===== config.mk =====
export PLATFORM = sky130hd
export DESIGN_NAME = fnd_display_ctrl_flat
export DESIGN_NICKNAME = d
export VERILOG_FILES = /design/src/rtl/fnd_display_ctrl_if.sv /design/src/rtl/fnd_display_ctrl.sv /design/src/flat_wrapper.sv
export SDC_FILE = /design/constraint.sdc
export NUM_CORES = 1
export LEC_CHECK = 0
export CELL_PAD_IN_SITES_DETAIL_PLACEMENT = 1
export CELL_PAD_IN_SITES_GLOBAL_PLACEMENT = 2
export CORE_MARGIN = 1.5
export CORE_UTILIZATION = 25
export CTS_CLUSTER_DIAMETER = 40
export DETAILED_ROUTE_END_ITERATION = 8
export PLACE_DENSITY_LB_ADDON = 0.1
export SLEW_MARGIN = 30
export SYNTH_ARGS = -nofsm -noshare
export SYNTH_HDL_FRONTEND = slang
export SYNTH_SLANG_ARGS = --single-unit

===== constraint.sdc =====
create_clock -name clk -period 3.5 [get_ports clk]
set_input_delay 0.525 -clock clk [delete_from_list [all_inputs] [get_ports clk]]
set_output_delay 0.525 -clock clk [all_outputs]
set_load 0.005 [all_outputs]

===== src/rtl/fnd_display_ctrl_if.sv =====
// Bundle between the value source and the 7-segment display controller.
//   count    : binary value to show (clamped to 9999 by the controller)
//   blank_lz : leading-zero blanking enable
//   dp_en    : tenths decimal point enable (lights dp on digit 1)
//   fnd_com  : digit enables, active-low, bit 0 = ones digit
//   fnd_font : segments, active-low, {dp,g,f,e,d,c,b,a}
interface fnd_display_ctrl_if;
  localparam int unsigned CNT_W  = 14;
  localparam int unsigned COM_W  = 4;
  localparam int unsigned FONT_W = 8;

  logic [CNT_W-1:0]  count;
  logic              blank_lz;
  logic              dp_en;
  logic [COM_W-1:0]  fnd_com;
  logic [FONT_W-1:0] fnd_font;

  modport master (output count, output blank_lz, output dp_en,
                  input fnd_com, input fnd_font);
  modport slave  (input count, input blank_lz, input dp_en,
                  output fnd_com, output fnd_font);
endinterface


===== src/rtl/fnd_display_ctrl.sv =====
// 4-digit common-anode FND driver: continuous double-dabble conversion of a
// 14-bit value into BCD, atomic latch into a display register, and a
// prescaled scan that time-multiplexes the digits.
//   clk, reset : clock, asynchronous active-high reset
//   bus        : slave side of fnd_display_ctrl_if (count/options in,
//                fnd_com/fnd_font out, both outputs registered)
module fnd_display_ctrl #(
  parameter int unsigned CLK_FREQ = 100_000_000,
  parameter int unsigned SCAN_HZ  = 1_000
) (
  input  logic              clk,
  input  logic              reset,
  fnd_display_ctrl_if.slave bus
);

  localparam int unsigned SCAN_DIV = CLK_FREQ / SCAN_HZ;
  localparam int unsigned PRE_W    = $clog2(SCAN_DIV);
  localparam int unsigned BIN_W    = 14;
  localparam int unsigned BCD_W    = 16;
  localparam int unsigned CNT_W    = 4;
  localparam logic [BIN_W-1:0] MAX_VAL  = 14'd9999;
  localparam logic [CNT_W-1:0] LAST_BIT = 4'd13;

  typedef enum logic [1:0] {IDLE, SHIFT, UPDATE} state_t;

  state_t             state_q, state_d;
  logic [BIN_W-1:0]   bin_q, bin_d;
  logic [BCD_W-1:0]   bcd_q, bcd_d, adj;
  logic [CNT_W-1:0]   bit_cnt_q, bit_cnt_d;
  logic [BCD_W-1:0]   digit_reg, digit_nxt;
  logic [PRE_W-1:0]   pre_q;
  logic [1:0]         idx_q;
  logic               scan_tick_c;
  logic [3:0]         com_q, com_c;
  logic [7:0]         font_q, font_c;
  logic [3:0]         digit_sel;
  logic               lead_zero;
  logic [3:1]         upper_zero;

  // Conversion state register and datapath registers
  always_ff @(posedge clk or posedge reset) begin
    if (reset) begin
      state_q   <= IDLE;
      bin_q     <= '0;
      bcd_q     <= '0;
      bit_cnt_q <= '0;
      digit_reg <= '0;
    end else begin
      state_q   <= state_d;
      bin_q     <= bin_d;
      bcd_q     <= bcd_d;
      bit_cnt_q <= bit_cnt_d;
      digit_reg <= digit_nxt;
    end
  end

  // Conversion next-state: IDLE samples, 14 SHIFTs, UPDATE latches all digits at once
  always_comb begin
    state_d   = state_q;
    bin_d     = bin_q;
    bcd_d     = bcd_q;
    bit_cnt_d = bit_cnt_q;
    digit_nxt = digit_reg;
    adj       = bcd_q;
    for (int i = 0; i < 4; i++) begin
      if (bcd_q[4*i +: 4] >= 4'd5) adj[4*i +: 4] = bcd_q[4*i +: 4] + 4'd3;
    end
    case (state_q)
      IDLE: begin
        bin_d     = (bus.count > MAX_VAL) ? MAX_VAL : bus.count;
        bcd_d     = '0;
        bit_cnt_d = '0;
        state_d   = SHIFT;
      end
      SHIFT: begin
        {bcd_d, bin_d} = {adj, bin_q} << 1;
        bit_cnt_d      = bit_cnt_q + 4'd1;
        if (bit_cnt_q == LAST_BIT) state_d = UPDATE;
      end
      UPDATE: begin
        digit_nxt = bcd_q;
        state_d   = IDLE;
      end
      default: state_d = IDLE;
    endcase
  end

  assign scan_tick_c = (pre_q == PRE_W'(SCAN_DIV - 1));

  // Scan prescaler and digit index
  always_ff @(posedge clk or posedge reset) begin
    if (reset) begin
      pre_q <= '0;
      idx_q <= '0;
    end else if (scan_tick_c) begin
      pre_q <= '0;
      idx_q <= idx_q + 2'd1;
    end else begin
      pre_q <= pre_q + PRE_W'(1);
    end
  end

  function automatic logic [7:0] seg_font(input logic [3:0] d);
    case (d)
      4'd0:    return 8'hC0;
      4'd1:    return 8'hF9;
      4'd2:    return 8'hA4;
      4'd3:    return 8'hB0;
      4'd4:    return 8'h99;
      4'd5:    return 8'h92;
      4'd6:    return 8'h82;
      4'd7:    return 8'hF8;
      4'd8:    return 8'h80;
      4'd9:    return 8'h90;
      default: return 8'hFF;
    endcase
  endfunction

  // Digit select, leading-zero detection and font decode for the active digit
  always_comb begin
    upper_zero[3] = (digit_reg[15:12] == 4'd0);
    upper_zero[2] = upper_zero[3] && (digit_reg[11:8] == 4'd0);
    upper_zero[1] = upper_zero[2] && (digit_reg[7:4] == 4'd0);
    digit_sel = digit_reg[3:0];
    lead_zero = 1'b0;
    case (idx_q)
      2'd1: begin
        digit_sel = digit_reg[7:4];
        lead_zero = upper_zero[1] && !bus.dp_en;
      end
      2'd2: begin
        digit_sel = digit_reg[11:8];
        lead_zero = upper_zero[2];
      end
      2'd3: begin
        digit_sel = digit_reg[15:12];
        lead_zero = upper_zero[3];
      end
      default: ;
    endcase
    font_c = (bus.blank_lz && lead_zero) ? 8'hFF : seg_font(digit_sel);
    if (bus.dp_en && (idx_q == 2'd1)) font_c[7] = 1'b0;
    com_c = ~(4'b0001 << idx_q);
  end

  // Registered display outputs
  always_ff @(posedge clk or posedge reset) begin
    if (reset) begin
      com_q  <= 4'b1111;
      font_q <= 8'hFF;
    end else begin
      com_q  <= com_c;
      font_q <= font_c;
    end
  end

  assign bus.fnd_com  = com_q;
  assign bus.fnd_font = font_q;

endmodule


===== src/flat_wrapper.sv =====
// flat-port wrapper written by rule: the top's interface ports become plain ports
module fnd_display_ctrl_flat 
#(
  parameter int unsigned CLK_FREQ = 100_000_000,
  parameter int unsigned SCAN_HZ  = 1_000
)
  (clk, reset, bus_count, bus_blank_lz, bus_dp_en, bus_fnd_com, bus_fnd_font);
  fnd_display_ctrl_if bus_i ();
  input  logic clk;
  input  logic reset;
  input wire logic [$bits(bus_i.count)-1:0] bus_count;
  input wire logic [$bits(bus_i.blank_lz)-1:0] bus_blank_lz;
  input wire logic [$bits(bus_i.dp_en)-1:0] bus_dp_en;
  output wire logic [$bits(bus_i.fnd_com)-1:0] bus_fnd_com;
  output wire logic [$bits(bus_i.fnd_font)-1:0] bus_fnd_font;
  assign bus_i.count = bus_count;
  assign bus_i.blank_lz = bus_blank_lz;
  assign bus_i.dp_en = bus_dp_en;
  assign bus_fnd_com = bus_i.fnd_com;
  assign bus_fnd_font = bus_i.fnd_font;
  fnd_display_ctrl #(.CLK_FREQ(CLK_FREQ), .SCAN_HZ(SCAN_HZ)) u_core (.clk(clk), .reset(reset), .bus(bus_i));
endmodule

# [After elaboration in Yosys (flattened, before gate mapping)]
# Memory sizes are Yosys's and may differ from the RTL's.
# Cells that the tools add are included.
[totals] output_inout_bits=12 mem_bits_ro=112 in_bits=18 n_memories=1 word_cells=58 reg_bits=83
[memory_table] name="(name not given)" depth=16 word_bits=7 rd=1 rd_clocked_by_memory_dff=0 wr=0 line="fnd_display_ctrl.sv:104" rtl="case (d)"
[classes] order_cmp=5 eq_ne=8 muxes=15 add_sub_neg=7 shifts=1 bitwise=1 reduce_logical=11
[ops] cell="16-bit one-hot mux with 2 select lines" count=1
[ops] cell="14-bit one-hot mux with 2 select lines" count=1
[ops] cell="17-bit by 1-bit adder with 17-bit output, second input constant" count=1
[ops] cell="17-bit == test, second input constant" count=1
[ops] cell="17-bit two-way mux" count=1
[ops] cell="4-bit by 3-bit greater-or-equal comparator with 1-bit output, second input constant" count=4
[ops] cell="14-bit > comparator, second input constant" count=1
[ops] cell="14-bit two-way mux" count=1
[ops] cell="4-bit by 2-bit adder with 4-bit output, second input constant" count=3
[ops] cell="4-bit zero test" count=3
[ops] cell="4-bit two-way mux" count=3
[ops] cell="4-bit one-hot mux with 3 select lines" count=1
[ops] cell="8-bit two-way mux" count=1
[ops] cell="4-bit one-hot mux with 2 select lines" count=1
[ops] cell="2-bit == test, second input constant" count=3
[ops] cell="1-bit logical AND" count=5
[ops] cell="4-bit by 1-bit adder with 4-bit output, second input constant" count=1
[ops] cell="2-bit by 1-bit == test with 1-bit output, second input constant" count=2
[ops] cell="4-bit == test, second input constant" count=1
[ops] cell="4-bit inverter" count=1
[ops] cell="2-bit one-hot mux with 2 select lines" count=1
[ops] cell="1-bit by 2-bit left shift with 4-bit output, first input constant" count=1
[ops] cell="3-bit by 2-bit adder with 3-bit output, second input constant" count=1
[ops] cell="3-bit two-way mux" count=1
[ops] cell="other kinds (8)" count=8

# [Depth between registers and ports, before layout]
# Gate-level depths: netlist of the first run.
[logic_depth] word_depth=8 depth_mapped=8 ltp_nobuf=8

# [Worst setup path before layout of the first run]
# Ideal clock, no wire load.
[synth_path] kind="flip-flop to flip-flop" from="register u_core.idx_q[0]" to="register u_core.font_q[3], in the netlist u_core.bus.fnd_font[3]" arrival_ps=1864 t_required_ps=3411 path_stages_with_launch=9 n_path_buf=0 period_less_slack_ps=1953 setup_slack_ps=1547 setup_time_ps=89 path_cell_list="dfrtp_1 inv_1 ha_1 clkinv_1 a21oi_1 inv_1 ha_1 o21ai_0 nand4_1"
[synth_via] elab_chain_cells=4 elab_cells_between_ends=8 cone_classes="eq/ne: 3; mux: 3; reduce/logical: 1; memory: 1"
[synth_lines] element="start, declared" line="fnd_display_ctrl.sv:32" rtl="logic [1:0] idx_q;"
[synth_lines] element="start signal, assigned" line="fnd_display_ctrl.sv:97" rtl="idx_q <= idx_q + 2'd1;"
[synth_lines] element="2-bit == test / 2-bit by 1-bit == test with 1-bit output (equally long branches)" line="fnd_display_ctrl.sv:126" rtl="case (idx_q)"
[synth_lines] element="4-bit one-hot mux with 3 select lines / 1-bit one-hot mux with 3 select lines (equally long branches)" line="fnd_display_ctrl.sv:126"
[synth_lines] element="memory read 16 x 7 bit / 1-bit logical AND (equally long branches)"
[synth_lines] element="8-bit two-way mux *" line="fnd_display_ctrl.sv:141" rtl="font_c = (bus.blank_lz && lead_zero) ? 8'hFF : seg_font(digit_sel);"
[synth_lines] element="net u_core.font_c[3]" line="fnd_display_ctrl.sv:35" rtl="logic [7:0] font_q, font_c;"
[synth_lines] element="end signal, assigned" line="fnd_display_ctrl.sv:153" rtl="font_q <= font_c;"
[synth_lines] element="end, declared" line="fnd_display_ctrl.sv:35"
# The timed path passes the listed nets; every way through them passes the cells marked *.
# A chain may end at the register's enable or synchronous reset.

# [Worst setup path in the final report of the first run]
# Ends and elaborated chain as after synthesis.

==> results of run 1 <==
## worst paths after layout
path	slack (ns)	to	from
max	1.13	u_core.bus.fnd_font[3]	u_core.idx_q[0]
min in group clk	0.48	u_core.digit_reg[1]	u_core.digit_reg[1]
min	0.40	u_core.pre_q[14]	reset
max reg2reg	1.13	u_core.bus.fnd_font[3]	u_core.idx_q[0]
min reg2reg	0.48	u_core.digit_reg[1]	u_core.digit_reg[1]
max in group asynchronous	2.42	u_core.bus.fnd_font[3]	reset
## routing by layer
metal	wire, um	part of all wire	global-route usage	vias up
met5	0	0	0	-
met4	187	0.020	0.05370	0
met3	259	0.027	0.03202	12
met2	4428	0.47	0.1927	27
met1	4642	0.49	0.1534	1459
li1	-	-	-	1448
## metrics by stage
stage	total power, uW	utilization
detailed placement	1583	0.2920
CTS	2630	0.3114
global placement	1579	0.2920
floorplan	1401	-
global route	2724	0.3115
finish	2574	0.3115
## layout by cell type, fill, tap and decap left out, types with 9 or more instances in the layout
| master | synthesis | layout |
|---|---|---|
| dfrtp_1 | 71 | 71 |
| clkdlybuf4s50_1 | 0 | 29 |
| xor2_1 | 9 | 9 |
| ha_1 | 19 | 19 |
| nand2_1 | 44 | 44 |
| o21ai_0 | 37 | 36 |
| mux2_2 | 14 | 14 |
| a21oi_1 | 11 | 11 |
| nand3_1 | 14 | 14 |
| dfstp_2 | 12 | 12 |
| o31ai_1 | 10 | 10 |
| nor2b_1 | 9 | 9 |
| nand2b_1 | 10 | 9 |
| clkbuf_16 | 0 | 9 |
| nor2_1 | 13 | 13 |
| inv_1 | 25 | 24 |
| xnor2_1 | 14 | 14 |
## cells by family after synthesis
logic type / count (synthesis) / synth area share
DFF: 83 / 0.5054
buffers and inverters: 42 / 0.03899
and+or+nand+nor: 118 / 0.1472
muxes: 20 / 0.05441
xor gates and xnor gates: 23 / 0.04867
AOI/OAI and AO/OA: 91 / 0.1478
adders and majority gates: 19 / 0.05744
## cell usage after synthesis (2+ instances only)
cell	instances
dfrtp_1	71
nand2_1	44
o21ai_0	37
inv_1	25
ha_1	19
mux2_2	14
nand3_1	14
xnor2_1	14
nor2_1	13
clkbuf_1	12
dfstp_2	12
a21oi_1	11
nand2b_1	10
o31ai_1	10
nor2b_1	9
xor2_1	9
a211oi_1	8
a21o_1	6
nand4_1	6
a222oi_1	4
a2bb2oi_1	4
and3_1	4
mux2i_1	4
a22o_1	3
and4_1	3
buf_2	3
nor3_1	3
nor3b_1	3
nor4_1	3
a22oi_1	2
mux2i_2	2
nor4bb_1	2
## where the power goes
part / internal [uW] / total [uW] / switching, uW
clock: 623 / 1020 / 396
sequential: 1100 / 1160 / 63.6
combinational: 204 / 397 / 193
total: 1920 / 2570 / 652
## layout make-up
| class | instances | share of cell area |
|---|---|---|
| multi-input cells | 271 | 0.3788 |
| clock buffers | 11 | 0.04669 |
| well taps | 216 | 0.05422 |
| flip-flops and latches | 83 | 0.4197 |
| repair buffers | 32 | 0.06526 |
| inverters | 26 | 0.01983 |
| clock inverters | 5 | 0.01556 |
==> flow_metrics.py, run 1 <==
metrics = {
    "worst_setup_path": {
        "worstSetupPathType": "flop to flop",
        "critical_path_peak_fanout": 7,
        "cp-start-kind": "flop",
        "cp_num_cells": 8,
        "slowest_stage": "a21oi_1",
        "cp-end-kind": "flop",
        "cp.arrival_ns": 2.63,
        "crit_chain": "inv_1 > ha_1 > clkinv_1 > a21oi_1 > inv_1 > ha_1 > o21ai_0 > nand4_1",
        "crit_family": "compound AO/OA/AOI/OAI gates",
        "worst-path-buf-inv": 3,
        "critPathMaxStageDelay_ns": 0.52,
        "critPathRequiredTime_ns": 3.76,
        "r2r_cells": 8,
    },
    "sta": {
        "worst_pin_slew_ns": 0.7777,
        "setup_viol": 0,
        "hold_ws_ns": 0.4037,
        "fin_crit_ns": 2.367,
        "fin_setup_tns_ns": 0,
        "rsz0062_at_grt": "no",
        "post-route-period-util": 0.6764,
        "fin_skew_ns": 0.004686,
        "relSlewSlack": 0.4781,
        "hold_viol_final": 0,
        "clock.fmax_mhz": 422.4,
        "finalMaxSlewViolations": 0,
        "timing.final.ws_setup_ns": 1.133,
    },
    "drt": {
        "num_vias": 2946,
        "wl_um": 9518,
        "drc": 0,
        "detail_route.first_pass.iterations": 4,
        "antenna_left": 0,
        "drt-vias-per-instance": 4.575,
        "wire_per_inst_um": 14.78,
        "drtIter0Drc": 101,
    },
    "clock_network": {
        "root_buffer": "clkbuf_16",
        "tritoncts": "yes",
        "clk_pin_slew_ns": 0.06,
        "insertion_delay_ns": 0.35,
        "cts_num_sinks": 83,
        "post_cts_buffers": 0,
        "cts_hold_repair.buffers": 0,
        "cts_resized": 0,
        "cts_max_path_buffers": 2,
        "h-tree-depth": 3,
        "numCtsBuffers": 9,
    },
    "cells_and_area": {
        "finalNonFillerCells": 644,
        "drive_above_1_share": 0.1238,
        "fin_nets": 460,
        "nFillCells": 1862,
        "multi_input_area_um2": 1888,
        "seqCellArea_um2": 2092,
        "largest_reg_flops": 17,
        "diodes": 0,
        "area.growth.synth_to_final_pct": 20.44,
        "stdcell_area_um2": 4985,
    },
    "synth": {
        "netlist_instances": 396,
        "ys_top_cells_by_area": "dfrtp_1 (43%), dfstp_2 (7.6%), ha_1 (5.7%)",
        "synth.net_count": 433,
        "netlist_area_um2": 4139,
        "ys_ff_latch": 83,
        "async_reset_ff_frac": 1.000,
        "synth_warnings": 0,
        "ys_seq_area_frac": 0.5054,
        "syn_area_per_cell_um2": 10.45,
        "yosysTopAreaCell": "dfrtp_1",
        "synth_edf_count": 0,
        "synthFlopType": "dfrtp_1",
        "yosys.area.top_type_share": 0.4293,
        "synth_cell_types": 44,
    },
    "place": {
        "placed_cells": 628,
        "dp_slack_ns": 1.100,
        "portBuffers": 29,
        "hpwl_um": 6529,
        "placed_area_um2": 4672,
        "gp_congestion": 0.6875,
    },
    "worst_hold_path": {
        "hp-class": "input pin to asynchronous set/reset pin",
    },
    "global_route": {
        "grt_pass1_wl_um": 16520,
        "grt_max_degree": 75,
        "grt-ovfl-total": 0,
        "grt_pass1_vias": 3158,
        "grt_usage": 0.1209,
        "antenna_found_initial": 0,
    },
    "floorplanning": {
        "die-height_um": 131.7,
        "dieArea_um2": 17340,
        "rows": 46,
        "initial_core_util": 0.2587,
        "pin_count": 30,
        "die_width_um": 131.7,
        "core_um2": 16000,
    },
    "pwr": {
        "power_leakage_uw": 0.002118,
        "vdd_drop_max_mv": 0.2259,
        "cellPowerDensity_nw_per_um2": 516.4,
    },
    "run": {
        "cap_violations": 0,
    },
    "status": {
        "outcome": "finished clean",
    },
}
Power figures use the tool's default switching activity.
==> inputs of run 2 (changes only) <==
==> constraint.sdc (replaced) <==
create_clock -name clk -period 2.33 [get_ports clk]
set_input_delay 0.3495 -clock clk [delete_from_list [all_inputs] [get_ports clk]]
set_output_delay 0.3495 -clock clk [all_outputs]
set_load 0.005 [all_outputs]
==> run 2 against run 1 <==
Global-route usage about the same; clock-buffer cell count up 1; critical path depth unchanged; setup slack worse by 0.91 ns; final cell count up 1.2%; core utilization up 0.37 points; largest power group unchanged.
==> flow_metrics.py, run 2 (synthesis results as in run 1) <==
metrics = {
    "status": {
        "outcome": "finished clean",
    },
    "pwr": {
        "p_seq_frac": 0.464,
        "switching_share": 0.2531,
        "vdd_drop_max_mv": 0.3252,
        "p_clk_frac": 0.376,
        "p_comb_frac": 0.161,
        "power_leakage_uw": 0.002151,
        "power_switching_uw": 951.4,
        "p_int_uw": 2808,
        "cellPowerDensity_nw_per_um2": 745.3,
    },
    "worst_setup_path": {
        "critical_path_peak_fanout": 6,
        "critPathMaxStageDelay_ns": 0.48,
        "cp.arrival_ns": 2.37,
        "cp-start-kind": "flop",
        "r2r_start": "u_core.idx_q[1]",
        "cp-end-kind": "flop",
        "r2r-end": "u_core.bus.fnd_font[3]",
        "r2r_slack_ns": 0.22,
        "worstSetupPathType": "flop to flop",
        "r2r_cells": 8,
        "slowest_stage": "a222oi_1",
        "critPathRequiredTime_ns": 2.59,
        "crit_chain": "inv_1 > ha_1 > a222oi_1 > a21oi_2 > inv_1 > ha_1 > o21ai_0 > nand4_1",
    },
    "cells_and_area": {
        "final_cell_mix": "dfrtp_1 (71), nand2_1 (44), o21ai_0 (37)",
        "largest_reg_flops": 17,
        "fin_nets": 469,
        "area.growth.synth_to_final_pct": 21.86,
        "diodes": 0,
        "stdcell_area_um2": 5044,
        "drive_above_1_share": 0.1376,
        "nFillCells": 1847,
        "layout_commonest_cell": "dfrtp_1",
    },
    "place": {
        "gp_congestion": 0.7041,
        "hpwl_um": 6803,
        "portBuffers": 29,
        "placed_area_um2": 4755,
    },
    "global_route": {
        "grt_pass1_vias": 3121,
        "antenna_found_initial": 0,
        "grt-ovfl-total": 0,
        "grt_pass1_wl_um": 16610,
        "grt_max_degree": 48,
        "grt_usage": 0.1211,
    },
    "floorplanning": {
        "pin_count": 30,
        "die-height_um": 131.7,
        "die_width_um": 131.7,
        "core_um2": 16000,
        "rows": 46,
        "dieArea_um2": 17340,
        "initial_core_util": 0.2587,
    },
    "clock_network": {
        "clk_pin_slew_ns": 0.06,
        "tritoncts": "yes",
        "cts_num_sinks": 83,
        "h-tree-depth": 3,
        "cts_max_path_buffers": 2,
        "insertion_delay_ns": 0.34,
        "cts_resized": 0,
        "post_cts_buffers": 0,
        "cts_hold_repair.buffers": 0,
        "root_buffer": "clkbuf_16",
        "numCtsBuffers": 9,
    },
    "worst_hold_path": {
        "hp-class": "input pin to asynchronous set/reset pin",
    },
    "sta": {
        "fin_skew_ns": 0.005190,
        "finalMaxSlewViolations": 0,
        "hold_viol_final": 0,
        "worst_pin_slew_ns": 0.5940,
        "setup_viol": 0,
        "rsz0062_at_grt": "no",
        "post-route-period-util": 0.9055,
        "fin_crit_ns": 2.110,
        "clock.fmax_mhz": 474.0,
        "fin_setup_tns_ns": 0,
        "relSlewSlack": 0.6040,
    },
    "drt": {
        "drtIter0Drc": 96,
        "antenna_left": 0,
        "num_vias": 2973,
        "wire_per_inst_um": 14.71,
        "wl_um": 9591,
        "drc": 0,
        "drt-vias-per-instance": 4.560,
        "detail_route.first_pass.iterations": 6,
    },
    "run": {
        "cap_violations": 0,
    },
}
-- run 2: critical path, delay by kind of cell, from the launching register on --
kind / cells / cell delay, ns
simple gates: 1 / 0.12
compound gates: 3 / 0.81
flops: 1 / 0.39
fa+ha+maj: 2 / 0.51
buf+inv: 2 / 0.20
-- run 2: area by class of cell --
| cell class | instances | area [um2] | area share |
|---|---|---|---|
| Clock buffer | 12 | 246.5 | 0.04887 |
| Sequential cell | 83 | 2092 | 0.4148 |
| Multi-Input combinational cell | 271 | 1889 | 0.3746 |
| Tap cell | 216 | 270.3 | 0.05358 |
| Inverter | 26 | 101.3 | 0.02009 |
| Timing Repair Buffer | 41 | 405.4 | 0.08038 |
| Clock inverter | 3 | 38.79 | 0.007690 |
-- run 2: worst max path at each step --
| stage | start | endpoint |
|---|---|---|
| floorplan | u_core.idx_q[0] | u_core.bus.fnd_font[3] |
| finish | u_core.idx_q[1] | u_core.bus.fnd_font[3] |
| detailed placement | u_core.idx_q[1] | u_core.bus.fnd_font[3] |
| global route | u_core.idx_q[1] | u_core.bus.fnd_font[3] |
| CTS | u_core.idx_q[1] | u_core.bus.fnd_font[3] |
| global placement | u_core.idx_q[1] | u_core.bus.fnd_font[3] |
-- run 2: power by group through the flow --
stage          clock network [uW]  registers (uW)  logic, uW
6_report                     1410            1740        604
5_1_grt                      1540            1770        683
4_1_cts                      1490            1740        621
3_5_place_dp                    0            1770        615
3_3_place_gp                    0            1770        608
2_1_floorplan                   0            1740        360
-- run 2: through the flow --
| stage | power, uW | hold WS [ns] | util | cells | worst slack (ns) |
|---|---|---|---|---|---|
| 6_report | 3759 | 0.3083 | 0.3152 | 652 | 0.2201 |
| 3_5_place_dp | 2386 | 0.4723 | 0.2972 | 637 | 0.1252 |
| 2_1_floorplan | 2104 | 0.3930 | - | 396 | 0.3774 |
| 4_1_cts | 3855 | 0.2960 | 0.3150 | 652 | 0.09468 |
| 5_1_grt | 3992 | 0.3041 | 0.3152 | 652 | 0.01278 |
| 3_3_place_gp | 2382 | 0.4679 | 0.2972 | 637 | 0.2268 |
-- run 2: routing by layer --
metal | part of all wire | GRT usage | wire (um) | vias to the layer above
met4 | 0.020 | 0.05556 | 194 | 0
met1 | 0.50 | 0.1647 | 4825 | 1460
met3 | 0.026 | 0.02508 | 249 | 12
li1 | - | - | - | 1467
met2 | 0.45 | 0.1842 | 4322 | 34
met5 | 0 | 0 | 0 | -
